### config.mk
export PLATFORM = sky130hd
export DESIGN_NAME = piano_key_renderer
export DESIGN_NICKNAME = d
export VERILOG_FILES = /design/src/rtl/piano_key_renderer.sv
export SDC_FILE = /design/constraint.sdc
export NUM_CORES = 1
export LEC_CHECK = 0
export ABC_AREA = 1
export CAP_MARGIN = 20
export CORE_MARGIN = 1
export CORE_UTILIZATION = 49
export CTS_CLUSTER_DIAMETER = 50
export DETAILED_ROUTE_END_ITERATION = 8
export PLACE_DENSITY = 0.69
export SYNTH_ARGS = -nofsm -noshare
export SYNTH_HDL_FRONTEND = slang
export SYNTH_SLANG_ARGS = --single-unit
### constraint.sdc
create_clock -name clk_vga -period 2.05 [get_ports clk_vga]
set_input_delay 0.41 -clock clk_vga [delete_from_list [all_inputs] [get_ports clk_vga]]
set_output_delay 0.41 -clock clk_vga [all_outputs]
set_load 0.03 [all_outputs]
### src/rtl/piano_key_renderer.sv
`default_nettype none
// ============================================================================
//  Module      : piano_key_renderer
//  Description : Two-stage pixel generator for a two-octave keyboard drawn
//                along the bottom of a 1024x768 frame. Key state is sampled
//                once per frame at the start of vertical blanking and each
//                key stays lit for HOLD_FRAMES frames after release.
//  Revision    : 1.0 - initial release
// ============================================================================
module piano_key_renderer #(
  parameter logic [10:0] KB_TOP      = 11'd512,
  parameter logic [10:0] BLACK_H     = 11'd150,
  parameter logic [3:0]  HOLD_FRAMES = 4'd3
) (
  input  logic        clk_vga,
  input  logic        RST_N,
  input  logic [10:0] xpos,
  input  logic [10:0] ypos,
  input  logic [15:0] white_key,
  input  logic [10:0] black_key,
  output logic [11:0] rgb,
  output logic        rgb_valid
);

  localparam logic [10:0] c_BLACK_END = KB_TOP + BLACK_H;

  localparam logic [11:0] c_RGB_BLANK   = 12'h000;
  localparam logic [11:0] c_RGB_BG      = 12'h124;
  localparam logic [11:0] c_RGB_BLK_ON  = 12'hF80;
  localparam logic [11:0] c_RGB_BLK_OFF = 12'h000;
  localparam logic [11:0] c_RGB_SEP     = 12'h888;
  localparam logic [11:0] c_RGB_WHT_ON  = 12'h4AF;
  localparam logic [11:0] c_RGB_WHT_OFF = 12'hFFF;

  // A black key sits to the right of white keys C, D, F, G, A in each octave;
  // the last white key (w=15) closes the keyboard and has none.
  function automatic logic black_after(input logic [3:0] wi);
    case (wi)
      4'd0, 4'd1, 4'd3, 4'd4, 4'd5,
      4'd7, 4'd8, 4'd10, 4'd11, 4'd12,
      4'd14:   black_after = 1'b1;
      default: black_after = 1'b0;
    endcase
  endfunction

  // Number of black keys lying left of white key wi, i.e. the index of the
  // black key that follows wi when one exists.
  function automatic logic [3:0] black_index(input logic [3:0] wi);
    case (wi)
      4'd0:    black_index = 4'd0;
      4'd1:    black_index = 4'd1;
      4'd2:    black_index = 4'd2;
      4'd3:    black_index = 4'd2;
      4'd4:    black_index = 4'd3;
      4'd5:    black_index = 4'd4;
      4'd6:    black_index = 4'd5;
      4'd7:    black_index = 4'd5;
      4'd8:    black_index = 4'd6;
      4'd9:    black_index = 4'd7;
      4'd10:   black_index = 4'd7;
      4'd11:   black_index = 4'd8;
      4'd12:   black_index = 4'd9;
      4'd13:   black_index = 4'd10;
      4'd14:   black_index = 4'd10;
      default: black_index = 4'd11;
    endcase
  endfunction

  // ---------------------------------------------------------------- frame edge
  logic yact_q;
  logic vb_edge;

  // Remember whether the previous pixel was on an active line.
  always_ff @(posedge clk_vga or negedge RST_N) begin
    if (!RST_N) yact_q <= 1'b0;
    else        yact_q <= (ypos != 11'd0);
  end

  assign vb_edge = yact_q && (ypos == 11'd0);

  // ---------------------------------------------------------- hold counters
  logic [15:0] white_hl;
  logic [10:0] black_hl;

  for (genvar i = 0; i < 16; i++) begin : g_white
    logic [3:0] cnt_q;
    // Reload on a held key at frame start, otherwise count down to zero.
    always_ff @(posedge clk_vga or negedge RST_N) begin
      if (!RST_N) begin
        cnt_q <= 4'd0;
      end else if (vb_edge) begin
        if (white_key[i])        cnt_q <= HOLD_FRAMES;
        else if (cnt_q != 4'd0)  cnt_q <= cnt_q - 4'd1;
      end
    end
    assign white_hl[i] = (cnt_q != 4'd0);
  end

  for (genvar j = 0; j < 11; j++) begin : g_black
    logic [3:0] cnt_q;
    // Same hold behaviour for each black key.
    always_ff @(posedge clk_vga or negedge RST_N) begin
      if (!RST_N) begin
        cnt_q <= 4'd0;
      end else if (vb_edge) begin
        if (black_key[j])        cnt_q <= HOLD_FRAMES;
        else if (cnt_q != 4'd0)  cnt_q <= cnt_q - 4'd1;
      end
    end
    assign black_hl[j] = (cnt_q != 4'd0);
  end

  // ------------------------------------------------------------ stage 1
  logic [9:0] x0;
  logic [3:0] w_left;
  logic       hit_right;
  logic       hit_left;
  logic       act_d,     act_q;
  logic       bg_d,      bg_q;
  logic       blk_hit_d, blk_hit_q;
  logic [3:0] blk_idx_d, blk_idx_q;
  logic [3:0] w_d,       w_q;
  logic [5:0] off_d,     off_q;

  // Decode pixel position into white key, in-key offset and black-key hit.
  // xpos=1024 wraps x0[9:0] to 1023, which is exactly the last column.
  always_comb begin
    x0        = xpos[9:0] - 10'd1;
    w_d       = x0[9:6];
    off_d     = x0[5:0];
    w_left    = w_d - 4'd1;
    hit_right = (off_d >= 6'd44) && black_after(w_d);
    hit_left  = (off_d < 6'd20) && (w_d != 4'd0) && black_after(w_left);
    act_d     = (xpos != 11'd0) && (ypos != 11'd0);
    bg_d      = (ypos < KB_TOP);
    blk_hit_d = (ypos < c_BLACK_END) && (hit_right || hit_left);
    blk_idx_d = hit_right ? black_index(w_d) : black_index(w_left);
  end

  // Stage-1 pipeline register.
  always_ff @(posedge clk_vga or negedge RST_N) begin
    if (!RST_N) begin
      act_q     <= 1'b0;
      bg_q      <= 1'b0;
      blk_hit_q <= 1'b0;
      blk_idx_q <= 4'd0;
      w_q       <= 4'd0;
      off_q     <= 6'd0;
    end else begin
      act_q     <= act_d;
      bg_q      <= bg_d;
      blk_hit_q <= blk_hit_d;
      blk_idx_q <= blk_idx_d;
      w_q       <= w_d;
      off_q     <= off_d;
    end
  end

  // ------------------------------------------------------------ stage 2
  logic [15:0] black_hl_ext;
  logic [11:0] rgb_d, rgb_q;
  logic        valid_d, valid_q;

  assign black_hl_ext = {5'd0, black_hl};

  // Pick the colour by region priority: blank, background, black, separator, white.
  always_comb begin
    rgb_d   = c_RGB_BLANK;
    valid_d = act_q;
    if (!act_q) begin
      rgb_d = c_RGB_BLANK;
    end else if (bg_q) begin
      rgb_d = c_RGB_BG;
    end else if (blk_hit_q) begin
      rgb_d = black_hl_ext[blk_idx_q] ? c_RGB_BLK_ON : c_RGB_BLK_OFF;
    end else if (off_q == 6'd0) begin
      rgb_d = c_RGB_SEP;
    end else begin
      rgb_d = white_hl[w_q] ? c_RGB_WHT_ON : c_RGB_WHT_OFF;
    end
  end

  // Stage-2 output register.
  always_ff @(posedge clk_vga or negedge RST_N) begin
    if (!RST_N) begin
      rgb_q   <= 12'd0;
      valid_q <= 1'b0;
    end else begin
      rgb_q   <= rgb_d;
      valid_q <= valid_d;
    end
  end

  assign rgb       = rgb_q;
  assign rgb_valid = valid_q;

endmodule
`default_nettype wire

==> impl_metrics.csv, run 1 <==
group,metric,value,unit
clock_network,cts_buffer_depth,2,
floorplanning,start_util,50.19,%
sta,worst_pin_slew,399.7,ps
routing,drt_iter0_drc,252,
pwr,pwr_density_cell,669.4,mW/mm2
cells_and_area,syn2layout_area_growth,25.20,%
cells_and_area,final_nets,1229,
routing,antenna_left,0,
placed_design,portBuffers,63,
synth,synth-edff-count,0,
synth,synth_top_area_share,42.84,%
grt,overflow,0,
worst_setup_path,reg2reg_from,"g_black[10].cnt_q[0]",
worst_setup_path,endpoint_kind,"register",
job,max-cap-violations,0,
cells_and_area,num-fill-cells,1349,
floorplanning,die_y,129.3,um
placed_design,pre_cts_ws,-568.6,ps
synth,syn-instance-count,1000,
min_path,min_path_cells,0,
worst_setup_path,crit_required,2360,ps
cells_and_area,multiInputGateArea,0.003915,mm2
grt,grt_use_total,21.07,%
min_path,min_to,"rgb_valid",
grt,grt_pass1_vias,6222,
synth,async_reset_ff_share,100.0,%
grt,grt_max_degree,48,
clock_network,cts_tree,"built",
synth,synthTopCellsByArea,"dfrtp_1, o21ai_0, nand2_1, ha_1, inv_1",
clock_network,path_clk_slew,60,ps
floorplanning,num_rows,46,
clock_network,cts_num_sinks,136,
sta,layout_min_cycle_time,1952,ps
cells_and_area,num_antenna_cells,0,
worst_setup_path,crit_type,"input pin to register",
sta,hold_slack,384.2,ps
synth,syn_area,0.007944,mm2
floorplanning,die_w,129.3,um
synth,ys_seq_area_share,42.84,%
synth,synth_cell_types,30,
clock_network,cts-root-buf,"clkbuf_16",
sta,period_share,95.21,%
routing,route.detailed.drc,0,
placed_design,gp_congestion,0.8808,
floorplanning,pin_count,64,
worst_setup_path,r2r_slack,240,ps
sta,final-setup-viol-count,0,
cells_and_area,register_area,0.003403,mm2
min_path,min-delay-start,"act_q",
worst_setup_path,r2r_end,"rgb[9]",
grt,grt_first_pass_wirelength,27790,um
worst_setup_path,cp_max_fo,5,
floorplanning,core-area,0.01583,mm2
sta,rsz0062_at_grt,"false",
placed_design,place_hpwl,11950,um
routing,vias,6614,
synth,syn_nets,1099,
sta,max_freq,512.4,MHz
worst_setup_path,arrival,2260,ps
sta,hold_viol_final,0,
routing,wl_per_cell,11.88,um
synth,yosys.cell_count.top_type,"nand2_1",
sta,fin_skew,10.39,ps
routing,via_per_inst,4.867,
routing,drt_wl_total,16150,um
grt,antenna_found_initial,0,
clock_network,cts_buffers,17,
clock_network,insertion_delay,420,ps
clock_network,htree_levels,4,
floorplanning,die-area,0.01673,mm2
min_path,hold_class,"register to register",
run_status,status,"finished clean",
synth,yosysTopAreaCell,"dfrtp_1",
sta,final_max_slew_viol_count,0,
pwr,vdd_ir_drop_max,0.5938,mV
synth,synth_area_per_cell,7.944,um2
pwr,power.leakage,5.089,nW
worst_setup_path,reg2regPathDepth,10,
synth,ys.flop_type,"dfrtp_1",
synth,ys_warn_count,0,
sta,slew_headroom,73.15,%
synth,synth_seq_cells,136,
worst_setup_path,cp-start-kind,"input pin",
cells_and_area,drive_above_1_share,12.60,%
synth,synth_common_cells,"nand2_1, inv_1, o21ai_0",
routing,dr.pass1.iters,5,
sta,setup_slack,98.21,ps
## final cells by class
type / count / area share [%]
Multi-Input combinational cell: 686 / 39.36
Timing Repair Buffer: 118 / 11.01
Clock inverter: 14 / 1.598
Sequential cell: 136 / 34.22
Inverter: 171 / 6.680
Clock buffer: 18 / 4.416
Tap cell: 216 / 2.717
## how the worst max path moves through the flow
| stage | from | to | slack [ps] | cells after the start |
|---|---|---|---|---|
| 6_report | xpos[0] | blk_idx_q[1] | 100 | 18 |
| 2_1_floorplan | xpos[1] | blk_idx_q[1] | -30 | 17 |
| 5_1_grt | xpos[1] | blk_idx_q[1] | 5 | 16 |
| 3_5_place_dp | xpos[0] | blk_idx_q[1] | -570 | 18 |
| 3_3_place_gp | xpos[0] | blk_idx_q[1] | -550 | 18 |
| 4_1_cts | xpos[6] | blk_idx_q[1] | 30 | 16 |
## cell families after synthesis
family	share of synthesized area (%)
flops	42.84
buf+inv	8.883
fa+ha+maj	7.560
simple gates	22.43
xor+xnor	6.395
compound gates	11.89
## critical path: stages
cell	delay [ps]
dlygate4sd2_1	290
inv_8	80
ha_4	150
nand2_4	50
nor2_1	100
nand2_1	90
nand2_4	90
inv_4	40
ha_4	150
inv_4	60
ha_4	210
inv_4	70
nor2_2	40
or2_4	220
nand3_2	60
nand2_1	60
nand2_1	50
nand2_1	50
## metal layers
metal	track usage (%)	up-vias	wire (um)	part of all wire [%]
li1	-	3488	-	-
met1	27.69	3004	7784	48
met2	34.44	103	7574	47
met3	4.129	19	543	3.4
met4	7.958	0	246	1.5
met5	0	-	0	0
## flip-flops by register name (all words and copies together), names as in the netlist
signal	cells
g_black.cnt_q	44
off_q	6
w_q	4
blk_idx_q	4
yact_q	1
rgb_valid	1
g_white.cnt_q	64
bg_q	1
blk_hit_q	1
rgb	9
act_q	1
## layout by cell type (no fill, tap or decap), types with 45 or more instances in the layout
| master | count |
|---|---|
| clkdlybuf4s50_1 | 54 |
| nand2_1 | 173 |
| o21ai_0 | 140 |
| nor2_1 | 91 |
| buf_4 | 50 |
| xor2_1 | 45 |
| ha_1 | 45 |
| inv_1 | 153 |
| nand3_1 | 70 |
| dfrtp_1 | 136 |
## repair_timing
item                                    4_1_cts  5_1_grt
hold endpoints to repair                     30        0
endpoints found under the setup margin        3        5
hold buffers                                  1        0
gates resized for setup                      12        5
buffers inserted                              1        0
pin swaps                                     7        3
## metrics by stage
stage / setup TNS [ps] / utilization [%] / cell area (um2) / power (mW) / instances
finish: 0 / 62.84 / 9946 / 6.658 / 1359
global route: 0 / 62.84 / 9946 / 6.939 / 1359
CTS: 0 / 62.76 / 9933 / 6.736 / 1359
detailed placement: -11470 / 58.84 / 9313 / 3.632 / 1325
global placement: -7220 / 58.84 / 9313 / 3.621 / 1325
floorplan: -34.53 / - / 8021 / 3.243 / 1000
## where the power goes
group	internal, mW	switching, mW
clock network	1.85	1.23
logic	0.317	0.431
registers	2.77	0.0571
total	4.94	1.72
(Power assumes the default switching activity.)
==> run 2, diff against run 1 <==
--- a/config.mk
+++ b/config.mk
@@ -5,13 +5,12 @@
 export SDC_FILE = /design/constraint.sdc
 export NUM_CORES = 1
 export LEC_CHECK = 0
-export ABC_AREA = 1
 export CAP_MARGIN = 20
 export CORE_MARGIN = 1
 export CORE_UTILIZATION = 49
 export CTS_CLUSTER_DIAMETER = 50
 export DETAILED_ROUTE_END_ITERATION = 8
-export PLACE_DENSITY = 0.69
+export PLACE_DENSITY = 0.73
 export SYNTH_ARGS = -nofsm -noshare
 export SYNTH_HDL_FRONTEND = slang
 export SYNTH_SLANG_ARGS = --single-unit
==> constraint.sdc (replaced) <==
create_clock -name clk_vga -period 2.35 [get_ports clk_vga]
set_input_delay 0.47 -clock clk_vga [delete_from_list [all_inputs] [get_ports clk_vga]]
set_output_delay 0.47 -clock clk_vga [all_outputs]
set_load 0.03 [all_outputs]
==> impl_metrics.csv, run 2 <==
group,metric,value,unit
synth,ys.flop_type,"dfrtp_1",
synth,synth_common_cells,"dfrtp_1, nor2_1, a21oi_1",
cells_and_area,mostFrequentLayoutCells,"dfrtp_1, nor2_1, a21oi_1, nand2_1, inv_1",
sta,period_share,109.5,%
synth,async_reset_ff_share,100.0,%
min_path,min_path_cells,3,
clock_network,htree_levels,4,
synth,synth-edff-count,0,
worst_setup_path,arrival,2870,ps
floorplanning,core-area,0.01589,mm2
sta,max_freq,388.6,MHz
sta,hold_viol_final,0,
floorplanning,start_util,50.32,%
placed_design,place_hpwl,12740,um
run_status,violations,"negative setup slack",
pwr,finalPower,5.954,mW
floorplanning,num_rows,46,
placed_design,dp_cells,1281,
placed_design,gp_congestion,0.8428,
sta,final_max_slew_viol_count,0,
clock_network,insertion_delay,420,ps
sta,slew_headroom,70.07,%
worst_setup_path,cp_max_fo,7,
placed_design,portBuffers,63,
sta,layout_min_cycle_time,2573,ps
synth,synth_top_family_by_area,"simple AND/OR/NAND/NOR gates",
pwr,power.leakage,4.710,nW
sta,worst_pin_slew,449.0,ps
synth,yosysTopAreaCell,"dfrtp_1",
synth,synthAdderAreaFrac,7.514,%
cells_and_area,num_antenna_cells,0,
cells_and_area,largest-register,"g_white.cnt_q",
grt,antenna_found_initial,0,
cells_and_area,instances_no_fill,1322,
floorplanning,pin_count,64,
routing,dr.pass1.iters,5,
sta,setup_slack,-223.0,ps
pwr,pwr_density_cell,574.2,mW/mm2
routing,wl_per_cell,13.18,um
synth,yosys.cell_count.top_type,"dfrtp_1",
placed_design,pre_cts_ws,-1357,ps
sta,rsz0062_at_grt,"true",
clock_network,cts-root-buf,"clkbuf_16",
cells_and_area,fin_area,0.01037,mm2
routing,route.detailed.drc,0,
routing,drt_wl_total,17430,um
cells_and_area,finish.utilization,65.27,%
synth,synthTopCellsByArea,"dfrtp_1, ha_1, a21oi_1, nor2_1, nand2_1",
floorplanning,die-area,0.01683,mm2
clock_network,cts_tree,"built",
job,max-cap-violations,0,
sta,fin_skew,7.170,ps
routing,via_per_inst,5.294,
synth,synth_cell_types,62,
min_path,hold_class,"input pin to register",
synth,synth-simple-area-share,22.59,%
floorplanning,die_w,129.7,um
grt,overflow,0,
run_status,status,"finished with violations",
sta,finalSetupTns,-1028,ps
worst_setup_path,crit_type,"input pin to register",
routing,antenna_left,0,
worst_setup_path,r2r_slack,150,ps
routing,drt_iter0_drc,342,
worst_setup_path,crit_required,2650,ps
sta,final-setup-viol-count,5,
synth,synth_compound_gate_area_share,16.92,%
synth,synth_seq_cells,136,
cells_and_area,largest_reg_flops,64,
grt,grt_use_total,22.32,%
clock_network,cts_buffers,17,
synth,syn_nets,1050,
placed_design,place_area,0.009548,mm2
worst_setup_path,reg2regPathDepth,10,
clock_network,cts_num_sinks,136,
clock_network,path_clk_slew,60,ps
pwr,vdd_ir_drop_max,0.5355,mV
clock_network,cts_buffer_depth,2,
floorplanning,die_y,129.7,um
synth,synth_area_per_cell,8.404,um2
grt,grt_first_pass_wirelength,29900,um
synth,ys_warn_count,0,
synth,synth_top_area_share,42.58,%
synth,synth_xor_area_share,1.440,%
worst_setup_path,cp-start-kind,"input pin",
synth,synth_mux_area_share,2.786,%
sta,hold_slack,323.3,ps
cells_and_area,final_nets,1192,
cells_and_area,syn2layout_area_growth,29.73,%
routing,vias,6999,
cells_and_area,drive_above_1_share,15.73,%
cells_and_area,num-fill-cells,1318,
synth,ys_seq_area_share,42.58,%
grt,grt_max_degree,56,
synth,syn_area,0.007993,mm2
synth,syn-instance-count,951,
worst_setup_path,endpoint_kind,"register",
grt,grt_pass1_vias,6663,
cells_and_area,final_common_cell,"dfrtp_1",
-- run 2: cell families (layout without fill, tap and decap cells) --
kind of cell / count (synthesis) / after routing
muxes: 17 / 17
DFF: 136 / 136
AOI/OAI and AO/OA: 241 / 241
adders and majority gates: 48 / 48
xor gates and xnor gates: 8 / 8
buffers and inverters: 122 / 277
and+or+nand+nor: 379 / 379
-- run 2: final cells by class --
| type | count | area, um2 | share of cell area (%) |
|---|---|---|---|
| multi-input cells | 693 | 4292 | 41.39 |
| inverters | 93 | 369.1 | 3.560 |
| flip-flops and latches | 136 | 3403 | 32.82 |
| clock inverters | 11 | 147.6 | 1.424 |
| clock buffers | 21 | 460.4 | 4.441 |
| well taps | 216 | 270.3 | 2.606 |
| repair buffers | 152 | 1426 | 13.76 |
-- run 2: critical path: stages --
cell	delay [ps]
buf_12	110
inv_12	40
ha_4	120
or4b_4	470
nor2_4	140
xor2_4	170
inv_2	90
ha_4	170
a311oi_2	190
a31oi_1	60
or4b_4	570
buf_6	160
mux2i_1	100
-- run 2: final timing paths --
| path | from | end |
|---|---|---|
| min reg2reg | act_q | rgb_valid |
| min | xpos[0] | off_q[0] |
| max reg2reg | g_white[9].cnt_q[0] | rgb[8] |
| max | xpos[1] | blk_idx_q[2] |
| max in group asynchronous | RST_N | g_white[8].cnt_q[1] |
| min in group asynchronous | RST_N | g_white[1].cnt_q[1] |
-- run 2: report_power, final --
group / total (mW) / internal [mW] / switching, mW
Clock: 2.73 / 1.72 / 1.01
Combinational: 0.734 / 0.358 / 0.376
Sequential: 2.49 / 2.42 / 0.0662
-- run 2: layer usage --
| layer | track usage (%) | wire length (um) | vias to the layer above |
|---|---|---|---|
| li1 | - | - | 3562 |
| met1 | 29.02 | 8198 | 3341 |
| met2 | 37.84 | 8521 | 83 |
| met3 | 4.797 | 543 | 13 |
| met4 | 5.882 | 166 | 0 |
| met5 | 0 | 0 | - |
-- run 2: repair_timing --
action                                 4_1_cts  5_1_grt
setup buffers                                6        2
hold buffers                                 1        0
gates cloned                                 0        0
pin swaps                                   13        6
endpoints found under the hold margin       35        0
setup endpoints to repair                    6        7
gates resized for setup                     42       15
==> run 3, diff against run 2 <==
--- a/config.mk
+++ b/config.mk
@@ -10,6 +10,7 @@
 export CORE_UTILIZATION = 49
 export CTS_CLUSTER_DIAMETER = 50
 export DETAILED_ROUTE_END_ITERATION = 8
+export MAX_ROUTING_LAYER = met4
 export PLACE_DENSITY = 0.73
 export SYNTH_ARGS = -nofsm -noshare
 export SYNTH_HDL_FRONTEND = slang
==> impl_metrics.csv, run 3 (synthesized netlist as in run 2, its figures left out) <==
group,metric,value,unit
pwr,vdd_ir_drop_max,0.5354,mV
worst_setup_path,crit_type,"input pin to register",
cells_and_area,num_antenna_cells,0,
sta,hold_viol_final,0,
floorplanning,die-area,0.01683,mm2
cells_and_area,num-fill-cells,1318,
sta,slew_headroom,70.39,%
cells_and_area,instances_no_fill,1322,
clock_network,htree_levels,4,
clock_network,insertion_delay,420,ps
cells_and_area,mostFrequentLayoutCells,"dfrtp_1, nor2_1, a21oi_1, nand2_1, inv_1",
floorplanning,die_w,129.7,um
floorplanning,start_util,50.32,%
sta,worst_pin_slew,444.2,ps
sta,final-setup-viol-count,5,
job,max-cap-violations,0,
pwr,power.leakage,4.710,nW
clock_network,path_clk_slew,60,ps
sta,max_freq,388.7,MHz
routing,via_per_inst,5.283,
sta,setup_slack,-222.9,ps
floorplanning,num_rows,46,
routing,wl_per_cell,13.15,um
placed_design,place_hpwl,12740,um
placed_design,place_area,0.009548,mm2
floorplanning,die_y,129.7,um
routing,dr.pass1.iters,5,
run_status,violations,"negative setup slack",
worst_setup_path,cp-start-kind,"input pin",
worst_setup_path,path_cells,"buf_12 -> inv_12 -> ha_4 -> or4b_4 -> nor2_4 -> xor2_4 -> inv_2 -> ha_4 -> a311oi_2 -> a31oi_1 -> or4b_4 -> buf_6 -> mux2i_1",
cells_and_area,fin_area,0.01037,mm2
pwr,finalPower,5.952,mW
routing,drt_iter0_drc,331,
cells_and_area,final_nets,1192,
run_status,status,"finished with violations",
sta,period_share,109.5,%
grt,grt_first_pass_wirelength,29900,um
worst_setup_path,cp_max_fo,7,
grt,grt_use_total,23.01,%
routing,drt_wl_total,17390,um
min_path,hold_class,"input pin to register",
min_path,min-delay-start,"xpos[0]",
worst_setup_path,cp-startpoint,"xpos[1]",
floorplanning,core-area,0.01589,mm2
clock_network,cts_buffers,17,
cells_and_area,finish.utilization,65.27,%
placed_design,gp_congestion,0.8560,
worst_setup_path,arrival,2870,ps
worst_setup_path,reg2reg_from,"g_white[9].cnt_q[0]",
sta,final_max_slew_viol_count,0,
cells_and_area,final_common_cell,"dfrtp_1",
clock_network,cts-root-buf,"clkbuf_16",
clock_network,cts_num_sinks,136,
routing,route.detailed.drc,0,
routing,antenna_left,0,
grt,grt_pass1_vias,6666,
cells_and_area,drive_above_1_share,15.73,%
worst_setup_path,cp_slowest_cell,"or4b_4",
placed_design,dp_cells,1281,
cells_and_area,largest_reg_flops,64,
grt,grt_max_degree,56,
worst_setup_path,max_stage_delay,570,ps
routing,vias,6984,
worst_setup_path,endpoint_kind,"register",
worst_setup_path,crit_required,2650,ps
cells_and_area,largest-register,"g_white.cnt_q",
clock_network,cts_buffer_depth,2,
floorplanning,pin_count,64,
grt,antenna_found_initial,0,
clock_network,cts_tree,"built",
placed_design,pre_cts_ws,-1357,ps
sta,layout_min_cycle_time,2573,ps
sta,fin_skew,7.368,ps
cells_and_area,syn2layout_area_growth,29.73,%
placed_design,portBuffers,63,
pwr,pwr_density_cell,574.0,mW/mm2
sta,rsz0062_at_grt,"true",
grt,overflow,0,
[run 3: cell counts in the layout (fill, tap and decap cells not counted)]
Identical to the previous run, type by type.
[run 3: per-layer routing]
| layer | wire length (um) | track usage (%) |
|---|---|---|
| met5 | 0 | - |
| met3 | 534 | 4.797 |
| met4 | 170 | 5.882 |
| met1 | 8195 | 28.96 |
| met2 | 8490 | 37.87 |
[run 3: path summary, 6_finish.rpt]
path | to | slack [ps] | cells past startpoint
worst max-delay path | blk_idx_q[2] | -220 | 13
worst min-delay path | off_q[0] | 320 | 3
worst max register to register | rgb[8] | 150 | 10
worst min register to register | rgb_valid | 440 | 0
max in group asynchronous | g_white[8].cnt_q[1] | 1130 | 3
min in group asynchronous | g_white[1].cnt_q[1] | 550 | 2
[run 3: per-stage QoR]
| stage | setup TNS, ps | hold WS [ps] |
|---|---|---|
| final | -1028 | 323.0 |
| after CTS | -1083 | 312.1 |
| after floorplan | -4328 | 174.4 |
| after global routing | -1348 | 314.7 |
| after detailed placement | -9167 | 426.4 |
| after global placement | -7806 | 426.8 |
[run 3: cell type report]
class / count / area, um2 / share of cell area (%)
sequential: 136 / 3403 / 32.82
clock inverter: 11 / 147.6 / 1.424
tap: 216 / 270.3 / 2.606
multi-input combinational: 693 / 4292 / 41.39
timing repair buffer: 152 / 1426 / 13.76
clock buffer: 21 / 460.4 / 4.441
inverter: 93 / 369.1 / 3.560
[run 3: repair_timing]
| item | in CTS | in global routing |
|---|---|---|
| pin swaps | 13 | 6 |
| hold endpoints to repair | 35 | 0 |
| setup endpoints to repair | 6 | 7 |
| gates cloned | 0 | 0 |
| resized for setup | 42 | 15 |
| hold buffers | 1 | 0 |
| buffers inserted | 6 | 2 |
[run 3: critical path: cells and delay by family]
family / cells / cell delay [ps]
buffers and inverters: 4 / 400
AOI/OAI and AO/OA: 2 / 250
and+or+nand+nor: 3 / 1180
adders and majority gates: 2 / 290
muxes: 1 / 100
xor gates and xnor gates: 1 / 170
[run 3: power breakdown]
| group | switching, mW | internal (mW) | total [mW] |
|---|---|---|---|
| registers | 0.0660 | 2.42 | 2.49 |
| clock network | 1.01 | 1.72 | 2.73 |
| logic | 0.376 | 0.358 | 0.734 |
| total | 1.45 | 4.50 | 5.95 |
